[src/rtl/lsu_ctrl.sv]
// lsu_ctrl: multicycle load/store initiator between the RV32I core datapath
// and the byte-addressed data memory.
//
// Ports:
//   clk, reset             clock; asynchronous active-low reset
//   req_valid/req_ready    request handshake; req_ready is high only in IDLE
//   req_store              1 = store, 0 = load
//   req_funct3             RV32I funct3 of the access
//   req_base/req_offset    rs1 value and signed 12-bit immediate
//   req_wdata              rs2 value for stores
//   resp_valid             one-cycle result pulse
//   resp_data/addr/err     load result, effective address, error flag
//   mem_op/addr/wdata      single memory beat (mem_op is NON outside ISSUE)
//   mem_rdata              memory read data, registered by the memory
//   load_cnt/store_cnt     completed legal loads/stores (wrapping)
module lsu_ctrl #(
    parameter logic [31:0] CONSOLE_ADDR = 32'h1300_0000,
    parameter bit          CHECK_ALIGN  = 1'b1
) (
    input  logic        clk,
    input  logic        reset,
    input  logic        req_valid,
    output logic        req_ready,
    input  logic        req_store,
    input  logic [2:0]  req_funct3,
    input  logic [31:0] req_base,
    input  logic [11:0] req_offset,
    input  logic [31:0] req_wdata,
    output logic        resp_valid,
    output logic [31:0] resp_data,
    output logic [31:0] resp_addr,
    output logic        resp_err,
    output logic [3:0]  mem_op,
    output logic [31:0] mem_addr,
    output logic [31:0] mem_wdata,
    input  logic [31:0] mem_rdata,
    output logic [31:0] load_cnt,
    output logic [31:0] store_cnt
);

    // MEMOP_* encoding of control_op_def.v
    typedef enum logic [3:0] {
        MEMOP_NON = 4'd0,
        MEMOP_LB  = 4'd1,
        MEMOP_LH  = 4'd2,
        MEMOP_LW  = 4'd3,
        MEMOP_LBU = 4'd4,
        MEMOP_LHU = 4'd5,
        MEMOP_SB  = 4'd6,
        MEMOP_SH  = 4'd7,
        MEMOP_SW  = 4'd8
    } memop_e;

    typedef enum logic [1:0] {
        IDLE  = 2'd0,
        ISSUE = 2'd1,
        WAIT  = 2'd2,
        DONE  = 2'd3
    } state_e;

    state_e      state_q, state_d;
    memop_e      mem_op_q;
    logic [31:0] eff_q;
    logic        err_q;
    logic        store_q;

    logic        req_ready_q;
    logic        resp_valid_q;
    logic [31:0] resp_data_q;
    logic [31:0] resp_addr_q;
    logic        resp_err_q;
    logic [31:0] mem_addr_q;
    logic [31:0] mem_wdata_q;
    logic [31:0] load_cnt_q;
    logic [31:0] store_cnt_q;

    // Request decode (only meaningful at the accept edge)
    logic [31:0] eff;
    memop_e      dec_op;
    logic        dec_illegal;
    logic        dec_half;
    logic        dec_word;
    logic        dec_err;
    logic        accept;

    assign eff = req_base + {{20{req_offset[11]}}, req_offset};

    always_comb begin
        dec_op      = MEMOP_NON;
        dec_illegal = 1'b0;
        dec_half    = 1'b0;
        dec_word    = 1'b0;
        if (req_store) begin
            case (req_funct3)
                3'd0:    dec_op = MEMOP_SB;
                3'd1:    begin dec_op = MEMOP_SH; dec_half = 1'b1; end
                3'd2:    begin dec_op = MEMOP_SW; dec_word = 1'b1; end
                default: dec_illegal = 1'b1;
            endcase
        end else begin
            case (req_funct3)
                3'd0:    dec_op = MEMOP_LB;
                3'd1:    begin dec_op = MEMOP_LH;  dec_half = 1'b1; end
                3'd2:    begin dec_op = MEMOP_LW;  dec_word = 1'b1; end
                3'd4:    dec_op = MEMOP_LBU;
                3'd5:    begin dec_op = MEMOP_LHU; dec_half = 1'b1; end
                default: dec_illegal = 1'b1;
            endcase
        end
        dec_err = dec_illegal
                | (CHECK_ALIGN && dec_half && eff[0])
                | (CHECK_ALIGN && dec_word && (eff[1:0] != 2'b00))
                | (req_store && (dec_half || dec_word) && (eff == CONSOLE_ADDR));
    end

    // Next-state logic. Rejected requests pass through WAIT (with no memory
    // op) so that the registered DONE outputs appear one cycle after accept.
    always_comb begin
        state_d = state_q;
        accept  = 1'b0;
        case (state_q)
            IDLE: begin
                if (req_valid) begin
                    accept  = 1'b1;
                    state_d = dec_err ? WAIT : ISSUE;
                end
            end
            ISSUE:   state_d = WAIT;
            WAIT:    state_d = DONE;
            DONE:    state_d = IDLE;
            default: state_d = IDLE;
        endcase
    end

    always_ff @(posedge clk or negedge reset) begin
        if (!reset) begin
            state_q      <= IDLE;
            mem_op_q     <= MEMOP_NON;
            eff_q        <= '0;
            err_q        <= 1'b0;
            store_q      <= 1'b0;
            req_ready_q  <= 1'b1;
            resp_valid_q <= 1'b0;
            resp_data_q  <= '0;
            resp_addr_q  <= '0;
            resp_err_q   <= 1'b0;
            mem_addr_q   <= '0;
            mem_wdata_q  <= '0;
            load_cnt_q   <= '0;
            store_cnt_q  <= '0;
        end else begin
            state_q      <= state_d;
            req_ready_q  <= (state_d == IDLE);
            resp_valid_q <= (state_d == DONE);
            mem_op_q     <= MEMOP_NON;

            if (accept) begin
                eff_q   <= eff;
                err_q   <= dec_err;
                store_q <= req_store;
                if (!dec_err) begin
                    mem_op_q    <= dec_op;
                    mem_addr_q  <= eff;
                    mem_wdata_q <= req_wdata;
                end
            end

            // WAIT -> DONE: memory data is valid now; publish the result.
            if (state_q == WAIT) begin
                resp_addr_q <= eff_q;
                resp_err_q  <= err_q;
                resp_data_q <= (!store_q && !err_q) ? mem_rdata : '0;
                if (!err_q) begin
                    if (store_q) store_cnt_q <= store_cnt_q + 32'd1;
                    else         load_cnt_q  <= load_cnt_q + 32'd1;
                end
            end
        end
    end

    assign req_ready  = req_ready_q;
    assign resp_valid = resp_valid_q;
    assign resp_data  = resp_data_q;
    assign resp_addr  = resp_addr_q;
    assign resp_err   = resp_err_q;
    assign mem_op     = mem_op_q;
    assign mem_addr   = mem_addr_q;
    assign mem_wdata  = mem_wdata_q;
    assign load_cnt   = load_cnt_q;
    assign store_cnt  = store_cnt_q;

endmodule

[config.mk]
export PLATFORM = sky130hd
export DESIGN_NAME = lsu_ctrl
export DESIGN_NICKNAME = d
export VERILOG_FILES = /design/src/rtl/lsu_ctrl.sv
export SDC_FILE = /design/constraint.sdc
export NUM_CORES = 1
export LEC_CHECK = 0
export ABC_AREA = 1
export CORE_ASPECT_RATIO = 1.4
export CORE_MARGIN = 2
export CORE_UTILIZATION = 45
export CTS_CLUSTER_SIZE = 25
export DETAILED_ROUTE_END_ITERATION = 10
export GPL_ROUTABILITY_DRIVEN = 0
export GPL_TIMING_DRIVEN = 0
export PLACE_DENSITY = 0.78
export SYNTH_ARGS = -nofsm -noshare
export SYNTH_HDL_FRONTEND = slang
export SYNTH_SLANG_ARGS = --single-unit
export TNS_END_PERCENT = 100
[constraint.sdc]
create_clock -name clk -period 2.31 [get_ports clk]
set_input_delay 0.3465 -clock clk [delete_from_list [all_inputs] [get_ports clk]]
set_output_delay 0.3465 -clock clk [all_outputs]
set_load 0.05 [all_outputs]
==> flow_metrics.tcl, run 1 <==
set metrics [dict create \
    syn_nets 1606 \
    setup_viol 86 \
    totalWireLength_um 40600 \
    fin_crit_sh 1.14 \
    arrival_ns 3.07 \
    tns_ns -20.33 \
    critPathLaunchType "input port" \
    setup_slack_ns -0.313 \
    grt_pass1_vias 11600 \
    syn2layout_area_growth_pct 57.8 \
    pwr-share-comb 0.510 \
    ant_nets 0 \
    io_pins 314 \
    synth_cell_type_count 47 \
    synth-seq-cells 235 \
    core_um2 26000 \
    p_seq_frac 0.307 \
    p_switching_mw 9.47 \
    grt_pass1_wl_um 60400 \
    wl_per_cell_um 18.2 \
    syn_inst 1454 \
    maxSlewViolCount 0 \
    n_antenna_cell 0 \
    final_area_um2 18700 \
    start_util 0.455 \
    drcViolationCount 0 \
    final_cell_mix "390 x nand2_1, 277 x clkdlybuf4s50_1, 230 x dfrtp_1, 167 x inv_1, 114 x nand2_2" \
    p_clk_frac 0.184 \
    htreeDepth 1 \
    rows 70 \
    ys_warn_count 0 \
    final.min_clock_period_ns 2.62 \
    worstSkewPairLatency_ns 0.51 \
    irDropWorstVdd_mv 0.502 \
    cts_tree "done" \
    layout.cells.non_filler 2234 \
    slew_headroom 0.422 \
    dp_hpwl_um 28000 \
    drt_iter0_markers 632 \
    dpl_cell_area_um2 15500 \
    hold_path.class "in -> reg" \
    clk_pin_slew_ns 0.07 \
    portBuffers 313 \
    place_inst 2092 \
    via_count 11800 \
    p_int_mw 11.4 \
    grt_setup_unrepaired "true" \
    syn-cell-area_um2 11800 \
    utilization 0.718 \
    fin_skew_ns 0.00958 \
    layout_commonest_cell "nand2_1" \
    syn_avg_cell_area_um2 8.14 \
    power_switching_share 0.455 \
    cp-end-kind "register" \
    die_area_um2 27600 \
    cts_sinks 235 \
    nFillCells 1855 \
    max_freq_mhz 381 \
    p_per_area_nw_per_um2 1120 \
    violations "setup timing" \
    cellLeakagePower_nw 9.06 \
    viasPerCell 5.27 \
    finalPower_mw 20.8 \
    cp.required_ns 2.76 \
    antenna_found_initial 0 \
    hold_viol 0 \
    yosysSeqAreaShare 0.497 \
    drive_gt1_frac 0.250 \
    path_class "in -> reg" \
    die_h_um 196 \
    dr.pass1.iters 5 \
    cts_max_path_buffers 3 \
    maxCapViolCount 0 \
    grt_overflow 0 \
    worstMarginPinSlew_ns 0.866 \
    grt_start_max_net_pins 126 \
    fp.dieW_um 141 \
    nNetsFinal 2046 \
    cp_max_fo 21 \
    status "finished with violations" \
    cts_root_buf "clkbuf_16" \
    grtUsageTotal 0.275 \
    cts_made_buffers 24 \
]
sequential cells by signal, indices dropped and copies added (netlist names):
| register | cells |
|---|---|
| mem_op | 4 |
| resp_addr | 32 |
| resp_err | 1 |
| resp_valid | 1 |
| state_q | 2 |
| err_q | 1 |
| resp_data | 32 |
| store_cnt | 32 |
| mem_addr | 32 |
| req_ready | 1 |
| mem_wdata | 32 |
| load_cnt | 32 |
| eff_q | 32 |
| store_q | 1 |
cell type report:
cell class	count	area, um^2	share of cell area
clock buffers	32	692	0.0371
well taps	324	405	0.0217
flip-flops and latches	235	5890	0.315
repair buffers	417	4160	0.223
clock inverters	10	83.8	0.00449
multi-input cells	1005	6490	0.348
inverters	182	703	0.0377
plain buffers	29	249	0.0133
final timing paths:
path	slack (ns)	from	to	cells after the start
worst min register to register	0.46	store_cnt[31]$_DFFE_PN0P_	store_cnt[31]$_DFFE_PN0P_	1
worst min-delay path	0.36	req_wdata[11]	mem_wdata[11]$_DFFE_PN0P_	3
min in group asynchronous	0.48	reset	store_cnt[17]$_DFFE_PN0P_	2
max in group asynchronous	0.73	reset	resp_addr[27]$_DFFE_PN0P_	3
worst max-delay path	-0.31	req_offset[11]	mem_wdata[23]$_DFFE_PN0P_	22
worst max register to register	-0.15	state_q[0]$_DFF_PN0_	store_cnt[29]$_DFFE_PN0P_	15
power groups by stage:
stage / registers, mW / clock network, mW / logic (mW)
6_report: 6.39 / 3.82 / 10.6
5_1_grt: 6.53 / 4.04 / 11.1
4_1_cts: 6.31 / 3.87 / 10.2
3_5_place_dp: 6.34 / 0 / 9.54
3_3_place_gp: 6.29 / 0 / 9.38
2_1_floorplan: 9.88 / 0 / 2.40
layer usage:
layer / GRT usage / share of wire / routed length (um) / up-vias
li1: - / - / - / 5481
met1: 0.301 / 0.35 / 14300 / 5671
met2: 0.519 / 0.54 / 21900 / 490
met3: 0.0383 / 0.058 / 2330 / 123
met4: 0.127 / 0.048 / 1940 / 0
met5: 0 / 0 / 0 / -
synthesized netlist by cell type, drive strengths merged:
| cell type | number | area share |
|---|---|---|
| buf | 13 | 0.0080 |
| a31oi | 1 | 0.00053 |
| o21a | 2 | 0.0013 |
| nor4 | 8 | 0.0066 |
| and2 | 2 | 0.0011 |
| o21bai | 3 | 0.0019 |
| nor3 | 14 | 0.0076 |
| nor4b | 1 | 0.00074 |
| or2 | 2 | 0.0011 |
| o21ba | 1 | 0.00085 |
| a22o | 32 | 0.024 |
| fa | 1 | 0.0017 |
| nand4 | 19 | 0.010 |
| o22ai | 1 | 0.00053 |
| ha | 36 | 0.038 |
| clkbuf | 19 | 0.0060 |
| o21ai | 85 | 0.036 |
| xnor2 | 20 | 0.015 |
| a31o | 1 | 0.00074 |
| nor2 | 105 | 0.037 |
| a21oi | 31 | 0.013 |
| nand3b | 9 | 0.0068 |
| mux2 | 1 | 0.00095 |
| nand3 | 62 | 0.028 |
| xor2 | 36 | 0.027 |
| clkinv | 1 | 0.00032 |
| dfstp | 1 | 0.0022 |
| a22oi | 1 | 0.00063 |
| or4 | 1 | 0.00063 |
| dfrtp | 234 | 0.49 |
| a21boi | 2 | 0.0013 |
| nand2 | 528 | 0.17 |
| inv | 181 | 0.057 |
worst max-delay path, stage by stage:
cell       delay, ns
buf_8           0.27
ha_4            0.28
nand2_1         0.13
inv_1           0.09
nand2_1         0.11
nand2_2         0.10
a21oi_4         0.17
nand2_4         0.11
nand2_2         0.09
nand2_2         0.07
nor2_2          0.10
nand2_1         0.06
nor2_2          0.12
nand2_1         0.08
nor2_2          0.12
nand3_2         0.13
nand3_4         0.15
buf_12          0.15
buf_12          0.12
clkbuf_16       0.14
nand2_1         0.04
nand2_1         0.06
through the flow:
stage / hold slack, ns / setup WS (ns)
6_report: 0.358 / -0.313
2_1_floorplan: 0.0509 / -0.132
4_1_cts: 0.348 / -0.253
5_1_grt: 0.361 / -0.405
3_3_place_gp: 0.453 / -9.74
3_5_place_dp: 0.457 / -1.89
timing repair:
action	in CTS	in global routing
hold buffers	1	0
setup buffers	51	51
gates cloned	7	2
pin swaps	68	76
hold endpoints to repair	110	0
resized for setup	293	179
setup endpoints to repair	116	103
cells by family after synthesis:
group	synth area share
muxes	0.000952
AOI/OAI and AO/OA	0.0805
and+or+nand+nor	0.268
buffers and inverters	0.0718
xor gates and xnor gates	0.0415
DFF	0.497
adders and majority gates	0.0398
Note: power is estimated with default switching activity, not from simulation.
==> inputs of run 2 (changes only) <==
- CTS_CLUSTER_DIAMETER: unset -> 120
==> run 2 against run 1 <==
Against the previous run:
- the flow still finishes with violations (setup timing)
- cell area fell by 3.9%
- non-clock buffer count decreased by 17
- flip-flop and latch count unchanged
- critical path depth fell by 1
- critical path type unchanged
==> flow_metrics.tcl, run 2 (same netlist as run 1, synthesis figures left out) <==
set metrics [dict create \
    layout_commonest_cell "nand2_1" \
    drcViolationCount 0 \
    core_um2 26000 \
    viasPerCell 5.31 \
    final_cell_mix "410 x nand2_1, 283 x clkdlybuf4s50_1, 230 x dfrtp_1, 169 x inv_1, 100 x nand2_2" \
    drt_iter0_markers 687 \
    reg2reg_to "store_cnt[29]$_DFFE_PN0P_" \
    grt_start_max_net_pins 126 \
    maxCapViolCount 0 \
    ant_nets 0 \
    cts_made_buffers 13 \
    p_clk_frac 0.127 \
    crit_path_cell_trace "buf_8, ha_4, fa_2, buf_6, xnor2_4, nand2_1, nor2_2, nand2_1, nor2_1, nand2_1, nor2_1, nand2_1, nor2_2, nand2_1, nor2_2, nand3_2, buf_6, buf_6, nand2_8, buf_4, o21ai_1" \
    critPathTopFamily "simple AND/OR/NAND/NOR gates" \
    via_count 11600 \
    fp.dieW_um 141 \
    rr_worst_depth 16 \
    final.min_clock_period_ns 2.60 \
    grt_overflow 0 \
    path_common_cell "nand2_1" \
    fin_crit_sh 1.13 \
    slew_headroom 0.445 \
    worstMarginPinSlew_ns 0.833 \
    p_int_mw 10.1 \
    crit_buf_inv 5 \
    grt_setup_unrepaired "true" \
    utilization 0.690 \
    r2r_slack_ns -0.27 \
    min_to "mem_wdata[15]$_DFFE_PN0P_" \
    cellLeakagePower_nw 8.66 \
    path_class "in -> reg" \
    n_antenna_cell 0 \
    power_switching_share 0.476 \
    cp_max_fo 4 \
    antenna_found_initial 0 \
    cp.required_ns 2.68 \
    wl_per_cell_um 18.2 \
    status "finished with violations" \
    hold_viol 0 \
    p_per_area_nw_per_um2 1070 \
    setup_slack_ns -0.293 \
    totalWireLength_um 40000 \
    arrival_ns 2.97 \
    nNetsFinal 2018 \
    cts_root_buf "clkbuf_16" \
    start_util 0.455 \
    irDropWorstVdd_mv 0.498 \
    drive_gt1_frac 0.216 \
    layout.cells.non_filler 2194 \
    critPathMaxStageDelay_ns 0.36 \
    worstSkewPairLatency_ns 0.49 \
    hold_start "req_wdata[15]" \
    grt_pass1_wl_um 59900 \
    dr.pass1.iters 5 \
    pwr-share-comb 0.542 \
    setup_viol 92 \
    die_h_um 196 \
    rr_startpoint "state_q[0]$_DFF_PN0_" \
    rows 70 \
    cp_slowest_cell "fa_2" \
    htreeDepth 1 \
    syn2layout_area_growth_pct 51.6 \
    cts_sinks 235 \
    maxSlewViolCount 0 \
    cp-end-kind "register" \
    p_seq_frac 0.331 \
    max_freq_mhz 384 \
    io_pins 314 \
    p_switching_mw 9.14 \
    grtUsageTotal 0.272 \
    portBuffers 313 \
    violations "setup timing" \
    grt_pass1_vias 11500 \
    dp_hpwl_um 28000 \
    hold_slack_ns 0.381 \
    fin_skew_ns 0.0353 \
    die_area_um2 27600 \
    hold_path.class "in -> reg" \
    tns_ns -20.55 \
    cts_tree "done" \
    critPathLaunchType "input port" \
    cts_max_path_buffers 3 \
    clk_pin_slew_ns 0.10 \
    whs_path_depth 3 \
    place_inst 2092 \
]
[run 2: changes by cell type in the layout (fill, tap and decap cells not counted), sizes merged]
cell / before / now
inv: 181 / 182
clkinv: 8 / 1
clkdlybuf4s15: 0 / 1
clkinvlp: 2 / 0
buf: 114 / 99
bufinv: 1 / 0
clkbuf: 56 / 39
dlymetal6s2s: 10 / 4
clkdlybuf4s50: 277 / 283
[run 2: power by group through the flow]
stage	Combinational, mW	Sequential, mW	Clock, mW
after floorplan	2.40	9.88	0
after global placement	9.38	6.29	0
after detailed placement	9.54	6.34	0
after CTS	10.1	6.30	2.48
after global routing	11.0	6.51	2.61
final	10.4	6.36	2.44
[run 2: tightest hold or removal path: cells and delay by family]
| family | cells | cell delay (ns) |
|---|---|---|
| and+or+nand+nor | 2 | 0.10 |
| buffers and inverters | 1 | 0.39 |
[run 2: final cells by class]
type                       count  area (um^2)
fill                        1989         8080
sequential                   235         5890
clock buffer                  18          344
timing repair buffer         397         3900
buffer                        32          275
inverter                     182          693
tap                          324          405
clock inverter                 1         16.3
multi-input combinational   1005         6420
[run 2: timing repair]
item | in CTS | in global routing
setup buffers | 44 | 37
resized for setup | 261 | 154
pin swaps | 64 | 72
hold buffers | 1 | 0
hold endpoints to repair | 100 | 0
setup endpoints to repair | 116 | 101
cloned | 5 | 1
[run 2: how the worst max path moves through the flow]
stage | depth (start not counted) | to | startpoint
3_5_place_dp | 19 | mem_addr[22]$_DFFE_PN0P_ | req_offset[11]
2_1_floorplan | 20 | mem_addr[24]$_DFFE_PN0P_ | req_base[0]
3_3_place_gp | 1 | load_cnt[1]$_DFFE_PN0P_ | reset
4_1_cts | 22 | mem_addr[1]$_DFFE_PN0P_ | req_offset[0]
5_1_grt | 20 | mem_addr[5]$_DFFE_PN0P_ | req_base[24]
6_report | 21 | mem_addr[9]$_DFFE_PN0P_ | req_offset[0]
[run 2: routing by layer]
layer | part of all wire | GRT usage
met5 | 0 | 0
met4 | 0.060 | 0.136
met3 | 0.049 | 0.0273
met2 | 0.53 | 0.512
met1 | 0.36 | 0.303
[run 2: through the flow]
| step | setup slack (ns) | power [mW] | area, um^2 |
|---|---|---|---|
| finish | -0.293 | 19.2 | 17900 |
| global route | -0.418 | 20.1 | 17900 |
| CTS | -0.255 | 18.8 | 17200 |
| detailed placement | -1.89 | 15.9 | 15500 |
| global placement | -9.74 | 15.7 | 15500 |
| floorplan | -0.132 | 12.3 | 11900 |
==> inputs of run 3 (changes only) <==
- CORE_UTILIZATION: 45 -> 49
- PLACE_DENSITY: 0.78 -> 0.81
- clock period: 2.31 -> 2.4 ns (I/O delays scaled with it)
==> run 3 against run 2 <==
Against the previous run:
- the flow still finishes with violations (setup timing)
- hold slack worse by 0.089 ns
- flip-flop and latch count stayed put
- die area down 8.0%
- sequential power is 3.3% lower
- final cell count grew 0.50%
- cell area increased by 2.9%
- worst setup slack improved by 0.097 ns
- core utilization rose by 8.6 points
- clock power decreased by 4%
- via count increased by 4.1%
- largest power group unchanged
- highest routed layer unchanged
==> flow_metrics.tcl, run 3 (same netlist as run 1, synthesis figures left out) <==
set metrics [dict create \
    n_antenna_cell 0 \
    cts_made_buffers 13 \
    cts_tree "done" \
    critPathMaxStageDelay_ns 0.31 \
    drt_iter0_markers 851 \
    path_common_cell "nand2_1" \
    setup_slack_ns -0.197 \
    max_freq_mhz 385 \
    hold_path.class "in -> async" \
    grt_setup_unrepaired "true" \
    grtUsageTotal 0.310 \
    maxSlewViolCount 0 \
    dp_hpwl_um 28300 \
    cts_root_buf "clkbuf_16" \
    rows 67 \
    totalWireLength_um 43000 \
    fin_skew_ns 0.0196 \
    via_count 12100 \
    layout_commonest_cell "nand2_1" \
    cp.required_ns 2.82 \
    syn2layout_area_growth_pct 56.0 \
    worstMarginPinSlew_ns 0.709 \
    io_pins 314 \
    maxCapViolCount 0 \
    wl_per_cell_um 19.5 \
    critPathLaunchType "input port" \
    rr_startpoint "state_q[0]$_DFF_PN0_" \
    htreeDepth 1 \
    crit_start "req_base[7]" \
    cts_max_path_buffers 3 \
    viasPerCell 5.50 \
    die_h_um 188 \
    crit_buf_inv 4 \
    layout.cells.non_filler 2205 \
    drcViolationCount 0 \
    nNetsFinal 2042 \
    multi_input_area_um2 6720 \
    final.min_clock_period_ns 2.60 \
    setup_viol 87 \
    path_class "in -> reg" \
    violations "setup timing" \
    nFillCells 1554 \
    grt_overflow 0 \
    reg2reg_to "load_cnt[30]$_DFFE_PN0P_" \
    antenna_found_initial 0 \
    grt_pass1_wl_um 62100 \
    grt_start_max_net_pins 127 \
    drive_gt1_frac 0.243 \
    die_area_um2 25400 \
    status "finished with violations" \
    final_cell_mix "400 x nand2_1, 272 x clkdlybuf4s50_1, 230 x dfrtp_1, 168 x inv_1, 97 x nand2_2" \
    cellLeakagePower_nw 8.90 \
    grt_pass1_vias 11900 \
    cts_sinks 235 \
    p_per_area_nw_per_um2 1020 \
    crit_path_cell_trace "dlygate4sd2_1, ha_4, nand2_4, nor2_4, inv_1, nor2_2, nand2_1, nand4_1, nand2_2, nor2_1, nand2_1, nor2_2, nand2_1, nor2_2, nand3_4, nand3_4, buf_12, buf_8, nand2_1, nand2_1" \
    critPathTopFamily "simple AND/OR/NAND/NOR gates" \
    portBuffers 313 \
    place_ws_ns -1.86 \
    arrival_ns 3.02 \
    regArea_um2 5890 \
    dr.pass1.iters 7 \
    hold_viol 0 \
    cp-end-kind "register" \
    slew_headroom 0.527 \
    irDropWorstVdd_mv 0.670 \
    core_um2 23800 \
    r2r_slack_ns -0.19 \
    cp_max_fo 10 \
    place_inst 2079 \
    utilization 0.775 \
    fp.dieW_um 135 \
    start_util 0.497 \
    ant_nets 0 \
    cp_slowest_cell "ha_4" \
    rr_worst_depth 19 \
    worstSkewPairLatency_ns 0.48 \
    fin_crit_sh 1.08 \
    clk_pin_slew_ns 0.10 \
]
run 3: area by class of cell:
cell class	instances	share of cell area
multi-input cells	1006	0.364
flip-flops and latches	235	0.319
repair buffers	420	0.224
inverters	182	0.0377
well taps	310	0.0210
clock buffers	19	0.0188
plain buffers	32	0.0147
clock inverters	1	0.000881
run 3: repair_timing:
item                                    4_1_cts  5_1_grt
gates resized for setup                     324      188
hold endpoints to repair                     20        0
endpoints found under the setup margin      114      100
hold buffers                                  1        0
setup buffers                                64       36
pin swaps                                    78       69
cloned                                        6        2
run 3: where the power goes:
group / internal (mW) / switching [mW]
clock: 1.04 / 1.30
combinational: 3.55 / 6.84
sequential: 5.28 / 0.876
total: 9.86 / 9.01
run 3: metal layers:
metal / vias to the layer above / wire, um / GRT usage
met1: 5839 / 14800 / 0.345
li1: 5485 / - / -
met3: 198 / 2710 / 0.0368
met4: 0 / 2810 / 0.153
met2: 599 / 22600 / 0.577
met5: - / 0 / 0
run 3: how the worst max path moves through the flow:
stage | to | slack, ns | depth (start not counted)
6_report | mem_wdata[5]$_DFFE_PN0P_ | -0.20 | 20
3_5_place_dp | mem_addr[28]$_DFFE_PN0P_ | -1.86 | 18
5_1_grt | mem_addr[18]$_DFFE_PN0P_ | -0.32 | 20
3_3_place_gp | load_cnt[1]$_DFFE_PN0P_ | -9.58 | 1
2_1_floorplan | mem_addr[24]$_DFFE_PN0P_ | -0.04 | 20
4_1_cts | store_cnt[29]$_DFFE_PN0P_ | -0.18 | 16
run 3: metrics by stage:
| stage | setup TNS (ns) | power, mW | cell area [um^2] | hold WS (ns) |
|---|---|---|---|---|
| after CTS | -1.90 | 18.2 | 17500 | 0.296 |
| final | -11.65 | 18.9 | 18500 | 0.292 |
| after global placement | -2181.53 | 15.0 | 15400 | 0.453 |
| after detailed placement | -145.87 | 15.2 | 15500 | 0.202 |
| after global routing | -22.22 | 19.7 | 18500 | 0.306 |
| after floorplan | -1.53 | 11.8 | 11900 | 0.0644 |
